**src/rtl/logic_hamr_pkg.sv**
```systemverilog
// rtl/logic_hamr_pkg.sv - shared state encoding and constants for the Logic Hamr command path
package logic_hamr_pkg;

  typedef enum logic [2:0] {
    ST_INIT,
    ST_IDLE,
    ST_ARMED,
    ST_REGEN,
    ST_READ
  } state_t;

  localparam int          BYTES_PER_CH_DEF = 38;
  localparam logic [23:0] DISP_BASE_DEF    = 24'h0;
  localparam logic [7:0]  RD_TIMEOUT_CODE  = 8'hFF;

endpackage

```
**src/rtl/logic_cmd_sequencer.sv**
```systemverilog
// rtl/logic_cmd_sequencer.sv - serialises register commands onto the SDRAM read port, capture and regen engines
module logic_cmd_sequencer
  import logic_hamr_pkg::*;
#(
  parameter int                ADDR_W       = 24,
  parameter logic [ADDR_W-1:0] DISP_BASE    = ADDR_W'(DISP_BASE_DEF),
  parameter int                BYTES_PER_CH = BYTES_PER_CH_DEF,
  parameter int                TIMEOUT_CYC  = 1023
) (
  input  logic              clk,
  input  logic              rst,
  input  logic              init_done,
  input  logic              cmd_read,
  input  logic              cmd_regen,
  input  logic              cmd_arm,
  input  logic              cmd_reset,
  input  logic [2:0]        reg_channel,
  input  logic [5:0]        reg_addr,
  output logic              cap_arm,
  output logic              cap_abort,
  input  logic              cap_done,
  output logic              regen_start,
  output logic              regen_abort,
  input  logic              regen_ack,
  output logic              rd_req,
  output logic [ADDR_W-1:0] rd_addr,
  input  logic              rd_ack,
  input  logic [7:0]        rd_data,
  output logic              busy,
  output logic              armed,
  output logic              captured,
  output logic              regen_done,
  output logic [7:0]        read_data,
  output logic              rd_timeout
);

  localparam int              WD_W     = $clog2(TIMEOUT_CYC + 1);
  localparam logic [WD_W-1:0] WD_LAST  = WD_W'(TIMEOUT_CYC - 1);
  localparam logic [5:0]      LAST_IDX = 6'(BYTES_PER_CH - 1);

  state_t            state;
  logic              pend_regen, pend_read, pend_arm;
  logic [WD_W-1:0]   wd;
  logic              launch_regen, launch_read, launch_arm, flush;
  logic [5:0]        byte_idx;
  logic [ADDR_W-1:0] addr_calc;

  always_comb begin
    launch_regen = (state == ST_IDLE) && pend_regen;
    launch_read  = (state == ST_IDLE) && !pend_regen && pend_read;
    launch_arm   = (state == ST_IDLE) && !pend_regen && !pend_read && pend_arm;
    // soft reset and loss of SDRAM init share one clearing path
    flush        = cmd_reset || (!init_done && (state != ST_INIT));
    byte_idx     = (reg_addr > LAST_IDX) ? LAST_IDX : reg_addr;
    addr_calc    = DISP_BASE + ADDR_W'(reg_channel) * ADDR_W'(BYTES_PER_CH) + ADDR_W'(byte_idx);
  end

  assign busy  = (state == ST_REGEN) || (state == ST_READ) || pend_regen || pend_read || pend_arm;
  assign armed = (state == ST_ARMED);

  always_ff @(posedge clk or posedge rst) begin
    if (rst) begin
      state       <= ST_INIT;
      pend_regen  <= 1'b0;
      pend_read   <= 1'b0;
      pend_arm    <= 1'b0;
      wd          <= '0;
      cap_arm     <= 1'b0;
      cap_abort   <= 1'b0;
      regen_start <= 1'b0;
      regen_abort <= 1'b0;
      rd_req      <= 1'b0;
      rd_addr     <= '0;
      captured    <= 1'b0;
      regen_done  <= 1'b0;
      read_data   <= 8'h00;
      rd_timeout  <= 1'b0;
    end else begin
      cap_arm     <= 1'b0;
      cap_abort   <= 1'b0;
      regen_start <= 1'b0;
      regen_abort <= 1'b0;
      if (flush) begin
        cap_abort   <= (state == ST_ARMED);
        regen_abort <= (state == ST_REGEN);
        pend_regen  <= 1'b0;
        pend_read   <= 1'b0;
        pend_arm    <= 1'b0;
        wd          <= '0;
        rd_req      <= 1'b0;
        captured    <= 1'b0;
        regen_done  <= 1'b0;
        read_data   <= 8'h00;
        rd_timeout  <= 1'b0;
        state       <= init_done ? ST_IDLE : ST_INIT;
      end else begin
        // a pulse landing in its own launch cycle re-arms the pending bit
        pend_regen <= (pend_regen & ~launch_regen) | cmd_regen;
        pend_read  <= (pend_read & ~launch_read) | cmd_read;
        pend_arm   <= (pend_arm & ~launch_arm) | (cmd_arm & (state != ST_ARMED));
        case (state)
          ST_INIT: begin
            if (init_done) state <= ST_IDLE;
          end
          ST_IDLE: begin
            if (launch_regen) begin
              regen_start <= 1'b1;
              regen_done  <= 1'b0;
              state       <= ST_REGEN;
            end else if (launch_read) begin
              rd_addr <= addr_calc;
              rd_req  <= 1'b1;
              wd      <= '0;
              state   <= ST_READ;
            end else if (launch_arm) begin
              cap_arm  <= 1'b1;
              captured <= 1'b0;
              state    <= ST_ARMED;
            end
          end
          ST_ARMED: begin
            if (cap_done) begin
              captured <= 1'b1;
              state    <= ST_IDLE;
            end
          end
          ST_REGEN: begin
            if (regen_ack) begin
              regen_done <= 1'b1;
              state      <= ST_IDLE;
            end
          end
          ST_READ: begin
            if (rd_ack) begin
              read_data <= rd_data;
              rd_req    <= 1'b0;
              state     <= ST_IDLE;
            end else if (wd == WD_LAST) begin
              read_data  <= RD_TIMEOUT_CODE;
              rd_timeout <= 1'b1;
              rd_req     <= 1'b0;
              state      <= ST_IDLE;
            end else begin
              wd <= wd + 1'b1;
            end
          end
          default: state <= ST_INIT;
        endcase
      end
    end
  end

endmodule
```
**config.mk**
```make
export PLATFORM = sky130hd
export DESIGN_NAME = logic_cmd_sequencer
export DESIGN_NICKNAME = d
export VERILOG_FILES = /design/src/rtl/logic_hamr_pkg.sv /design/src/rtl/logic_cmd_sequencer.sv
export SDC_FILE = /design/constraint.sdc
export NUM_CORES = 1
export LEC_CHECK = 0
export CORE_AREA = 2 2 77 79
export CTS_CLUSTER_DIAMETER = 120
export DETAILED_ROUTE_END_ITERATION = 6
export DIE_AREA = 0 0 79 81
export PLACE_DENSITY_LB_ADDON = 0.25
export SKIP_CTS_REPAIR_TIMING = 1
export SYNTH_ARGS = -nofsm -noshare
export SYNTH_HDL_FRONTEND = slang
export SYNTH_SLANG_ARGS = --single-unit
```
**constraint.sdc**
```tcl
create_clock -name clk -period 2.2 [get_ports clk]
set_input_delay 0.44 -clock clk [delete_from_list [all_inputs] [get_ports clk]]
set_output_delay 0.44 -clock clk [all_outputs]
set_load 0.01 [all_outputs]
```
[Yosys cells after proc, flatten, opt, wreduce, memory -nomap -nowiden]
Cells that the tools add are included.
Storage, ports and cells
  register bits: 56
  bits of input ports: 27
  output and inout bits: 42
  word-level logic and storage cells: 134
Cells by class
  add/subtract/negate cells: 2
  multipliers: 1
  order comparisons: 1
  equality and inequality tests: 19
  multiplexer cells: 55
  bitwise operators: 11
  reduce and logical (&&, ||, !) cells: 30
Operators with widths (number)
  10-bit two-way mux: 5
  8-bit two-way mux: 4
  1-bit two-way mux: 31
  3-bit two-way mux: 9
  3-bit != test (second input constant): 9
  10-bit case mux with 2 select lines: 1
  3-bit case mux with 5 select lines: 1
  5-bit AND reduction: 3
  3-bit nonzero test: 5
  10-bit by 1-bit adder with 10-bit output (second input constant): 1
  9-bit by 6-bit adder with 10-bit output: 1
  10-bit equality test (second input constant): 1
  3-bit by 5-bit multiplier with 8-bit output (second input constant): 1
  4-bit AND reduction: 2
  3-bit by 2-bit equality test with 1-bit output (second input constant): 2
  6-bit greater-than comparator (second input constant): 1
  1-bit logical AND: 6
  6-bit two-way mux: 1
  3-bit by 2-bit != test with 1-bit output (second input constant): 2
  1-bit case mux with 2 select lines: 3
  3-bit AND reduction: 2
  1-bit logical OR: 5
  5-bit != test (second input constant): 1
  1-bit AND: 4
  10 further kinds: 18

[Depth between registers and ports, before layout]
  word-level depth: 9
  gate-level depth with buffers: 13
  depth with buffers taken out: 13

[Worst setup path after synthesis]
Ideal clock, no wire load.
  path type: input to register
  start point: input reg_channel[1]
  end point: register rd_addr[8]
  library setup time: 0.083 ns
  data arrival time: 2.300 ns
  required time: 2.117 ns
  slack: -0.183 ns
  cell stages on the path: 13
  buffers on the path: 0
  path through: inv_1 ha_1 inv_1 ha_1 ha_1 nor2_1 xnor2_1 ha_1 nand3_1 o211ai_1 o211ai_1 xnor2_1 o21ai_0
Between the ends
  word-level cells in the longest chain between the ends: 2
Ends and longest elaborated chain
  from (decl): RTL line logic_cmd_sequencer.sv:17  | input logic [2:0] reg_channel,
  3-bit by 5-bit multiplier with 8-bit output: RTL line logic_cmd_sequencer.sv:55  | addr_calc = DISP_BASE + ADDR_W'(reg_channel) * ADDR_W'(BYTES_PER_CH) + ADDR_W'(byte_idx);
  9-bit by 6-bit adder with 10-bit output: RTL line logic_cmd_sequencer.sv:55
  to (signal assigned): RTL line logic_cmd_sequencer.sv:111  | rd_addr <= addr_calc;
  to (decl): RTL line logic_cmd_sequencer.sv:26  | output logic [ADDR_W-1:0] rd_addr,
No other way between the ends.
A chain may end at the register's enable or synchronous reset.

[Worst setup path after layout]
  start point: input reg_channel[2]
  end point: register rd_addr[7]
The elaborated chain is that of the path after synthesis.

==> results_dict.tcl <==
set metrics [dict create \
    vias 2293 \
    max_cap_viol_count 0 \
    worst-setup-path-type "primary input to register" \
    yosys_warnings 0 \
    die_h_um 81 \
    dieArea_mm2 0.006399 \
    hold_violations 0 \
    critPathRequiredTime_ns 2.38 \
    n_antenna_cell 0 \
    ant_nets 0 \
    wl_per_cell_um 13.53 \
    power_density_mw_per_mm2 686.9 \
    first_global_vias 2098 \
    worst_slew_pin_slew_ns 0.5473 \
    grt_pass1_wl_mm 9.418 \
    nets 403 \
    drt_iter0_drc 84 \
    clk_pin_slew_ns 0.08 \
    final-max-slew-violation-count 0 \
    fin_util 0.6501 \
    slew_headroom 0.6344 \
    hpwl_mm 4.386 \
    drt-total-wl_mm 5.938 \
    critPathCaptureType "register" \
    yosysTopAreaCellShare 0.3990 \
    period_share 0.9785 \
    initial_core_util 0.4641 \
    post_dp_cell_area_mm2 0.003462 \
    fmax_mhz 464.5 \
    fin_crit_ns 2.153 \
    port_buffers 54 \
    grt-busiest-layer "met2" \
    yosys-top-cells-area "dfrtp_1 40%, ha_1 5.7%, buf_4 4.3%" \
    coreArea_mm2 0.005675 \
    pin_count 69 \
    synth_seq_cells 42 \
    grt_usage 0.1838 \
    dr.pass1.iters 4 \
    antenna_found_initial 0 \
    arrival_ns 2.34 \
    synth_cells 278 \
    cts_made_buffers 5 \
    cts_root_buffer "clkbuf_8" \
    grt_max_degree 43 \
    rows 28 \
    yosys-top-cells-count "42 x dfrtp_1, 26 x nand2_1, 21 x nor2_1" \
    die_x_um 79 \
    synth_top_cell_by_area "dfrtp_1" \
    area_growth_pct 40.10 \
    gr-total-overflow 0 \
    clock_latency_ns 0.30 \
    drive_gt1_frac 0.2445 \
    design_area_mm2 0.003690 \
    syn_area_per_cell_um2 9.474 \
    clock_sinks 42 \
    nFillCells 493 \
    critPathMaxFanout 5 \
    setup_tns_ns 0 \
    yosysMostFrequentCell "dfrtp_1" \
    met2_usage 0.3254 \
    synth.distinct_cells 63 \
    finalSetupViolCount 0 \
    status "complete, no violations" \
    grtUsageMet1 0.2327 \
    synth_edf_count 0 \
    netlist_area_mm2 0.002634 \
    synth_flop_cell "dfrtp_1" \
    cts_tree "done" \
    leakagePower_nw 1.733 \
    use_met3 0.03778 \
    start_kind "primary input" \
    rsz0062_at_grt "yes" \
    hold_path.class "register to register" \
    total_power_mw 2.535 \
    clock_path_buffers 2 \
    finClkSkew_ns 0.009798 \
    via_per_inst 5.223 \
    ys_seq_area_frac 0.3990 \
    cts.htree.levels 2 \
    drc_errors 0 \
    async_flop_share 1.000 \
    irDropWorstVdd_v 0.0006989 \
    place.gp.congestion 0.8479 \
]
[per-stage QoR]
step	std cells	setup WS (ns)	hold slack [ns]
after detailed placement	429	-0.8512	0.4749
final	439	0.04727	0.5038
after global placement	429	-0.7706	0.4738
after floorplan	291	-0.08209	0.4649
after global routing	439	-0.03039	0.5305
after CTS	437	-0.5236	0.5068
[final cells by class]
cell class                      instances  area, um^2  area share
Timing Repair Buffer                   91       850.8      0.2306
Tap cell                               75       93.84     0.02543
Clock buffer                            5       68.82     0.01865
Clock inverter                          3       48.80     0.01322
Multi-Input combinational cell        215        1535      0.4161
Sequential cell                        42        1055      0.2859
Inverter                                8       37.54     0.01017
[state kept, by name, indices dropped and copies added (netlist names)]
name and flops:
cap_abort 1, cap_arm 1, captured 1, pend_arm 1, pend_read 1, pend_regen 1, rd_addr 10, rd_req 1
rd_timeout 1, read_data 8, regen_abort 1, regen_done 1, regen_start 1, state 3, wd 10
[worst paths after layout]
path / start / to / slack [ns] / cells past startpoint
min: rd_addr[3] / rd_addr[3] / 0.50 / 2
max: reg_channel[2] / rd_addr[7] / 0.05 / 13
min in group asynchronous: rst / wd[1] / 0.57 / 3
min reg2reg: rd_addr[3] / rd_addr[3] / 0.50 / 2
max reg2reg: wd[0] / wd[4] / 0.16 / 7
max in group asynchronous: rst / state[2] / 1.24 / 3
[power breakdown]
part / switching (mW) / leakage, nW / internal [mW]
logic: 0.439 / 1.11 / 0.492
clock network: 0.294 / 0.0563 / 0.346
registers: 0.0879 / 0.566 / 0.876
total: 0.821 / 1.73 / 1.71
[metal layers]
layer / vias to the layer above / part of all wire
li1: 1127 / -
met1: 1103 / 0.46
met2: 59 / 0.50
met3: 4 / 0.042
met4: 0 / 0.0035
met5: - / 0
[cell usage in the layout, fill, tap and decap left out, types with 4 or more instances in the layout]
| cell | count |
|---|---|
| xnor2_1 | 5 |
| nor3_1 | 4 |
| clkbuf_8 | 5 |
| dfrtp_1 | 39 |
| nor2_1 | 20 |
| buf_4 | 37 |
| dlymetal6s2s_1 | 9 |
| ha_4 | 6 |
| nor2b_1 | 8 |
| conb_1 | 14 |
| a22o_1 | 8 |
| a21o_1 | 5 |
| nand2_1 | 26 |
| a21oi_1 | 10 |
| o21ai_0 | 14 |
| nand2b_1 | 10 |
| inv_1 | 5 |
| nand3_1 | 11 |
| clkdlybuf4s50_1 | 44 |
| ha_1 | 5 |
[cells by family (layout without fill, tap and decap cells)]
| group | Yosys count | after routing | share of synthesized area |
|---|---|---|---|
| muxes | 4 | 4 | 0.01663 |
| other | 1 | 14 | 0.001424 |
| AOI/OAI and AO/OA | 66 | 66 | 0.1843 |
| xor gates and xnor gates | 8 | 8 | 0.02660 |
| buffers and inverters | 34 | 107 | 0.07886 |
| adders and majority gates | 13 | 13 | 0.06461 |
| and+or+nand+nor | 110 | 110 | 0.2285 |
| DFF | 42 | 42 | 0.3991 |
[worst max-delay path, cell delays in order]
cell	delay [ns]
dlymetal6s2s_1	0.15
ha_4	0.27
inv_2	0.04
ha_4	0.15
ha_4	0.16
nor2_4	0.09
xnor2_2	0.09
ha_4	0.30
o21ai_0	0.07
nor2_1	0.16
o21a_1	0.20
xnor2_1	0.14
o21ai_1	0.08
No activity file was read; power rests on OpenSTA's default activity.
